$ cat src/rtl/qpsk_symbol_detector_if.sv
// Sample-stream and decision bus of the QPSK symbol detector.
// master = sample source / decision consumer, slave = detector.
// Optional macro QPSK_DET_SOFT_EN adds the soft_i/soft_q decision metrics.
interface qpsk_symbol_detector_if;
   logic       [3:0]  sample_in;
   logic              sample_valid;
   logic              sample_ready;
   logic              sym_start;
   logic       [1:0]  dibit;
   logic              dibit_valid;
   logic              sync_err;
`ifdef QPSK_DET_SOFT_EN
   logic signed [11:0] soft_i;
   logic signed [11:0] soft_q;

   modport master (
      output sample_in, sample_valid, sym_start,
      input  sample_ready, dibit, dibit_valid, sync_err, soft_i, soft_q
   );

   modport slave (
      input  sample_in, sample_valid, sym_start,
      output sample_ready, dibit, dibit_valid, sync_err, soft_i, soft_q
   );
`else
   modport master (
      output sample_in, sample_valid, sym_start,
      input  sample_ready, dibit, dibit_valid, sync_err
   );

   modport slave (
      input  sample_in, sample_valid, sym_start,
      output sample_ready, dibit, dibit_valid, sync_err
   );
`endif
endinterface

$ cat src/rtl/qpsk_symbol_detector.sv
// QPSK symbol detector: correlates 16 carrier samples per symbol against
// cosine/sine references and decides the dibit from the signs of the sums.
// Optional macro QPSK_DET_SOFT_EN exports the 12-bit correlation sums.
module qpsk_symbol_detector #(
   parameter int SPS = 16
) (
   input logic                   clk,
   input logic                   rst,
   qpsk_symbol_detector_if.slave bus
);

   localparam logic [1:0] IDLE   = 2'd0;
   localparam logic [1:0] ACCUM  = 2'd1;
   localparam logic [1:0] DECIDE = 2'd2;

   localparam logic [3:0] K_LAST = 4'(SPS - 1);

   logic        [1:0]  state;
   logic        [3:0]  k;
   logic signed [11:0] acc_i;
   logic signed [11:0] acc_q;
   logic signed [4:0]  s;
   logic signed [3:0]  cos_c;
   logic signed [3:0]  sin_c;
   logic signed [11:0] prod_i;
   logic signed [11:0] prod_q;
   logic signed [11:0] sum_i;
   logic signed [11:0] sum_q;
   logic        [1:0]  dibit_r;
   logic               dibit_valid_r;
   logic               sync_err_r;
   logic               xfer;

   assign bus.sample_ready = (state != DECIDE);
   assign xfer             = bus.sample_valid & bus.sample_ready;

   // Offset-binary sample to signed, midscale 8 maps to zero.
   assign s = $signed({1'b0, bus.sample_in}) - 5'sd8;

   // Reference tables indexed by the sample position within the symbol.
   always_comb begin
      cos_c = 4'sd0;
      sin_c = 4'sd0;
      case (k)
         4'd0:  begin cos_c =  4'sd7; sin_c =  4'sd0; end
         4'd1:  begin cos_c =  4'sd6; sin_c =  4'sd3; end
         4'd2:  begin cos_c =  4'sd5; sin_c =  4'sd5; end
         4'd3:  begin cos_c =  4'sd3; sin_c =  4'sd6; end
         4'd4:  begin cos_c =  4'sd0; sin_c =  4'sd7; end
         4'd5:  begin cos_c = -4'sd3; sin_c =  4'sd6; end
         4'd6:  begin cos_c = -4'sd5; sin_c =  4'sd5; end
         4'd7:  begin cos_c = -4'sd6; sin_c =  4'sd3; end
         4'd8:  begin cos_c = -4'sd7; sin_c =  4'sd0; end
         4'd9:  begin cos_c = -4'sd6; sin_c = -4'sd3; end
         4'd10: begin cos_c = -4'sd5; sin_c = -4'sd5; end
         4'd11: begin cos_c = -4'sd3; sin_c = -4'sd6; end
         4'd12: begin cos_c =  4'sd0; sin_c = -4'sd7; end
         4'd13: begin cos_c =  4'sd3; sin_c = -4'sd6; end
         4'd14: begin cos_c =  4'sd5; sin_c = -4'sd5; end
         default: begin cos_c = 4'sd6; sin_c = -4'sd3; end
      endcase
   end

   // A restart forces k to 0, so the products always use the k=0 reference.
   logic signed [3:0] cos_use;
   logic signed [3:0] sin_use;
   logic              restart;

   assign restart = bus.sym_start & ((state == IDLE) | (k != 4'd0));
   assign cos_use = restart ? 4'sd7 : cos_c;
   assign sin_use = restart ? 4'sd0 : sin_c;
   assign prod_i  = 12'(s) * 12'(cos_use);
   assign prod_q  = 12'(s) * 12'(sin_use);
   assign sum_i   = acc_i + prod_i;
   assign sum_q   = acc_q + prod_q;

`ifdef QPSK_DET_SOFT_EN
   logic signed [11:0] soft_i_r;
   logic signed [11:0] soft_q_r;

   assign bus.soft_i = soft_i_r;
   assign bus.soft_q = soft_q_r;

   // Soft metrics are captured alongside the hard decision.
   always_ff @(posedge clk) begin
      if (rst) begin
         soft_i_r <= '0;
         soft_q_r <= '0;
      end else if (state == ACCUM && xfer && !restart && k == K_LAST) begin
         soft_i_r <= sum_i;
         soft_q_r <= sum_q;
      end
   end
`endif

   assign bus.dibit       = dibit_r;
   assign bus.dibit_valid = dibit_valid_r;
   assign bus.sync_err    = sync_err_r;

   // Symbol FSM; the decision is registered on the final sample's transfer
   // so dibit and its valid pulse coincide with the one-cycle DECIDE state.
   always_ff @(posedge clk) begin
      if (rst) begin
         state         <= IDLE;
         k             <= 4'd0;
         acc_i         <= '0;
         acc_q         <= '0;
         dibit_r       <= 2'b00;
         dibit_valid_r <= 1'b0;
         sync_err_r    <= 1'b0;
      end else begin
         dibit_valid_r <= 1'b0;
         case (state)
            IDLE: begin
               if (xfer && bus.sym_start) begin
                  acc_i <= prod_i;
                  acc_q <= prod_q;
                  k     <= 4'd1;
                  state <= ACCUM;
               end
            end
            ACCUM: begin
               if (xfer) begin
                  if (restart) begin
                     acc_i      <= prod_i;
                     acc_q      <= prod_q;
                     k          <= 4'd1;
                     sync_err_r <= 1'b1;
                  end else begin
                     acc_i <= sum_i;
                     acc_q <= sum_q;
                     k     <= k + 4'd1;
                     if (k == K_LAST) begin
                        dibit_r       <= {sum_i[11], sum_q[11]};
                        dibit_valid_r <= 1'b1;
                        state         <= DECIDE;
                     end
                  end
               end
            end
            DECIDE: begin
               acc_i <= '0;
               acc_q <= '0;
               k     <= 4'd0;
               state <= ACCUM;
            end
            default: state <= IDLE;
         endcase
      end
   end

endmodule
$ cat src/flat_wrapper.sv
// flat-port wrapper written by rule: the top's interface ports become plain ports
module qpsk_symbol_detector_flat 
#(
   parameter int SPS = 16
)
  (clk, rst, bus_sample_in, bus_sample_valid, bus_sym_start, bus_sample_ready, bus_dibit, bus_dibit_valid, bus_sync_err);
  qpsk_symbol_detector_if bus_i ();
  input logic clk;
  input logic rst;
  input wire logic [$bits(bus_i.sample_in)-1:0] bus_sample_in;
  input wire logic [$bits(bus_i.sample_valid)-1:0] bus_sample_valid;
  input wire logic [$bits(bus_i.sym_start)-1:0] bus_sym_start;
  output wire logic [$bits(bus_i.sample_ready)-1:0] bus_sample_ready;
  output wire logic [$bits(bus_i.dibit)-1:0] bus_dibit;
  output wire logic [$bits(bus_i.dibit_valid)-1:0] bus_dibit_valid;
  output wire logic [$bits(bus_i.sync_err)-1:0] bus_sync_err;
  assign bus_i.sample_in = bus_sample_in;
  assign bus_i.sample_valid = bus_sample_valid;
  assign bus_i.sym_start = bus_sym_start;
  assign bus_sample_ready = bus_i.sample_ready;
  assign bus_dibit = bus_i.dibit;
  assign bus_dibit_valid = bus_i.dibit_valid;
  assign bus_sync_err = bus_i.sync_err;
  qpsk_symbol_detector #(.SPS(SPS)) u_core (.clk(clk), .rst(rst), .bus(bus_i));
endmodule
$ cat config.mk
export PLATFORM = sky130hd
export DESIGN_NAME = qpsk_symbol_detector_flat
export DESIGN_NICKNAME = d
export VERILOG_FILES = /design/src/rtl/qpsk_symbol_detector_if.sv /design/src/rtl/qpsk_symbol_detector.sv /design/src/flat_wrapper.sv
export SDC_FILE = /design/constraint.sdc
export NUM_CORES = 1
export LEC_CHECK = 0
export ABC_AREA = 1
export ABC_CLOCK_PERIOD_IN_PS = 16200
export BUFFER_PORTS_ARGS = -buffer_cell sky130_fd_sc_hd__buf_2
export CELL_PAD_IN_SITES_DETAIL_PLACEMENT = 1
export CELL_PAD_IN_SITES_GLOBAL_PLACEMENT = 1
export CORE_ASPECT_RATIO = 2
export CORE_MARGIN = 8
export CORE_UTILIZATION = 50
export CTS_CLUSTER_DIAMETER = 150
export DETAILED_ROUTE_END_ITERATION = 6
export PLACE_DENSITY_LB_ADDON = 0.1
export SLEW_MARGIN = 20
export SYNTH_ARGS = -nofsm -noshare
export SYNTH_HDL_FRONTEND = slang
export SYNTH_SLANG_ARGS = --single-unit
$ cat constraint.sdc
create_clock -name clk -period 16.2 [get_ports clk]
set_input_delay 4.05 -clock clk [delete_from_list [all_inputs] [get_ports clk]]
set_output_delay 4.05 -clock clk [all_outputs]
set_load 0.02 [all_outputs]
==> results.md <==
* Status: finished clean
* Switching share of power at 53.8%
* Worst path required time at ~16,000 ps
* Register bit count reported by yosys at 42
* Slowest stage delay, CP at 510 ps
* R2R depth at 28
* Gr ovfl total at 0
* Most Frequent Cell on Critical Path: inv_1
* Psw at 0.000437 W
* Clock transition at path regs at about 60 ps
* # IOs at 13
* WL final at 13,100 um
* Layout cell share with drive strength beyond 1 at 5.84%
* CTS Hold Bufs at 0
* Die Y at 152 um
* Vias in the first global route at 4,846
* Final #Nets at 795
* Vias per std cell at 5.50
* Core area at 9200 um^2
* Initial Utilization at a little over 50%
* Post_cts resized at 0
* HPWL after DPL at 10,700 um
* Hold Path Class: reg -> reg
* RSZ-0062 raised after global routing: no
* Rows at 50
* 1st-iter DRT viols at between 100 and 150
* Post-synth top area share at 18.1%
* CTS tree: yes
* Die width at 84.2 um
* Worst IR drop on VDD at 0.000109 V
* Max Cap Violations at 0
* Post-layout minimum cycle time at 8720 ps
* Crit path buf inv count at 6
* Synth top area cells: dfxtp_1 (18%), ha_1 (17%), nand2_1 (13%)
* Via count at 4,433
* Global Route Usage Sum at 20.8%
* Pre-antenna DRT Iters at 4
* Crit Path Max Fanout at 18
* Worst-Skew Late Latency at 290 ps
* Unique masters post-synth at 41
* Largest net degree at the start of global routing at 31
* Yosys warning total at 0
* Worst setup startpoint: bus_sym_start
* Post-synth EDFFs at 0
* Critical Path End Type: flop
* Htree depth at 2
* Root Driver: clkbuf_16
* R2r startpoint: u_core.state[0]$_SDFFE_PP0P_
* Max Fclk at roughly 110 MHz
* Clock buffer depth at 2
* Crit path depth at 25
* TritonCTS Buffers at 5
* Fin. max-slew vios at 0
* First-pass GRT wire length at between 20,000 and 25,000 um
* CP delay by family, top: adder cells
* End of the critical path: u_core.bus.dibit[1]$_SDFFE_PP0P_
* Synthesized area per cell at 6.72 um^2
* Critical path class: in -> reg
* Post-Synthesis Net Count at 785
* Critical path data arrival time at 8900 ps
* Util after Layout at a little over half
* Tcrit/Tclk final at 53.8%
* DRC errors left at 0
* Seq pwr share at a little under a fifth
* Final setup violation count at 0
* Routability Congestion at 0.858
* Slowest cell on the critical path: fa_1
* Setup tns final at 0 ps
* Power share of the clock group at a little under an eighth
* Slew Limit Headroom at 36.0%
* Number of diodes at 0
* Cells after Synth at 692
* Ratio of total power to cell area at 165 nW/um^2
* Reg2reg setup slack at 10,460 ps
* DR WL/cell at 16.2 um
* FF-to-FF End: u_core.bus.dibit[1]$_SDFFE_PP0P_
* Startpoint Class: primary input
* IO buf count at 12
* Cell Area, Synth at ~4700 um^2
* Clk_skew at 6.31 ps
* Post-synth top area cell: dfxtp_1
* Synth Flop Type: dfxtp_1
* P_leak at 2.64 nW
* Postcts setup bufs at 0
* Post-route ant nets at 0
* Die area at ~13,000 um^2
* Seq/Total Area, Yosys at approximately 18%
* Slew @ Worst Pin at 959 ps
* Final Hold Viols at 0
* Beginning of the worst hold path: u_core.bus.sync_err$_SDFFE_PP0P_
* Asr flop ratio synth at 0%
* Combinational share of power at 69.4%
* Clock Sinks at 42
* Internal power at approximately 0.00038 W
* Layout Area Growth over Synthesis at 5.86%
* Initial antenna violation count at 0
==> sequential cells by signal, indices dropped and copies added (netlist names) <==
register / count
u_core.acc_i: 12
u_core.acc_q: 12
u_core.bus.dibit: 2
u_core.bus.dibit_valid: 1
u_core.bus.sync_err: 1
u_core.cos_c: 4
u_core.k: 4
u_core.sin_c: 4
u_core.state: 2
==> power by group through the flow <==
stage	registers [W]	logic, W	clock network, W
after global routing	0.000155	0.000639	0.000103
after CTS	0.000151	0.000570	0.0000992
after floorplan	0.000147	0.000423	0
after detailed placement	0.000153	0.000563	0
after global placement	0.000152	0.000544	0
final	0.000152	0.000565	0.0000971
==> how the worst min path moves through the flow <==
stage                                  endpoint  slack, ps  cells after the start
2_1_floorplan      u_core.acc_q[0]$_SDFFE_PP0P_        460                      2
3_3_place_gp   u_core.bus.sync_err$_SDFFE_PP0P_        450                      1
3_5_place_dp   u_core.bus.sync_err$_SDFFE_PP0P_        480                      1
4_1_cts        u_core.bus.sync_err$_SDFFE_PP0P_        500                      1
5_1_grt        u_core.bus.sync_err$_SDFFE_PP0P_        520                      1
6_report       u_core.bus.sync_err$_SDFFE_PP0P_        490                      1
==> worst register-to-register path, delay by kind of cell (launching register included) <==
kind / cells / cell delay, ps
and+or+nand+nor: 11 / 1440
DFF: 1 / 350
buffers and inverters: 7 / 570
adders and majority gates: 7 / 2710
xor gates and xnor gates: 1 / 180
AOI/OAI and AO/OA: 2 / 370
==> logic make-up after synthesis <==
family / synth area share, %
buffers and inverters: 11.1
AOI/OAI and AO/OA: 14.0
DFF: 18.1
adders and majority gates: 26.4
xor gates and xnor gates: 2.26
and+or+nand+nor: 28.1
==> metrics by stage <==
step,power [W],cells,worst slack [ps],instance area (um^2),hold WS [ps]
floorplan,0.000570,692,7720,4650,457
global placement,0.000696,799,7330,4790,446
detailed placement,0.000716,799,7170,4790,484
CTS,0.000820,806,7470,4920,499
global route,0.000897,806,7060,4920,521
finish,0.000813,806,7480,4920,492
==> routing by layer <==
layer	part of all wire, %	vias up	global-route usage (%)
met3	2.1	27	2.36
met5	0	-	0
li1	-	2239	-
met2	52	57	37.5
met1	43	2110	23.3
met4	3.8	0	9.20
==> synthesized netlist by cell type, types with 4 or more instances <==
cell type	number
a21oi_1	45
a31oi_1	5
clkbuf_1	5
dfxtp_1	42
fa_1	22
ha_1	63
inv_1	119
inv_2	5
nand2_1	162
nand2_2	4
nand3_1	50
nand4_1	4
nor2_1	65
o211ai_1	7
o21ai_0	38
o21ai_1	7
o21bai_1	5
or2_2	4
xnor2_1	7
xor2_1	5
==> layout make-up <==
cell class,count,area [um^2]
well taps,104,130
multi-input cells,517,3300
repair buffers,12,60.1
inverters,124,465
clock buffers,7,133
flip-flops and latches,42,841
fillers,1284,4270
==> placed cells by master, fill, tap and decap left out, drive strengths merged, types with 5 or more instances in the layout <==
master / instances
a21oi: 45
nand2: 167
fa: 22
o21ai: 47
xnor2: 7
nor2: 68
dfxtp: 42
clkbuf: 7
o211ai: 7
inv: 124
buf: 12
xor2: 5
ha: 63
nand4: 5
nand3: 51
or2: 6
o21bai: 5
a31oi: 5
Power figures use the tool's default switching activity.
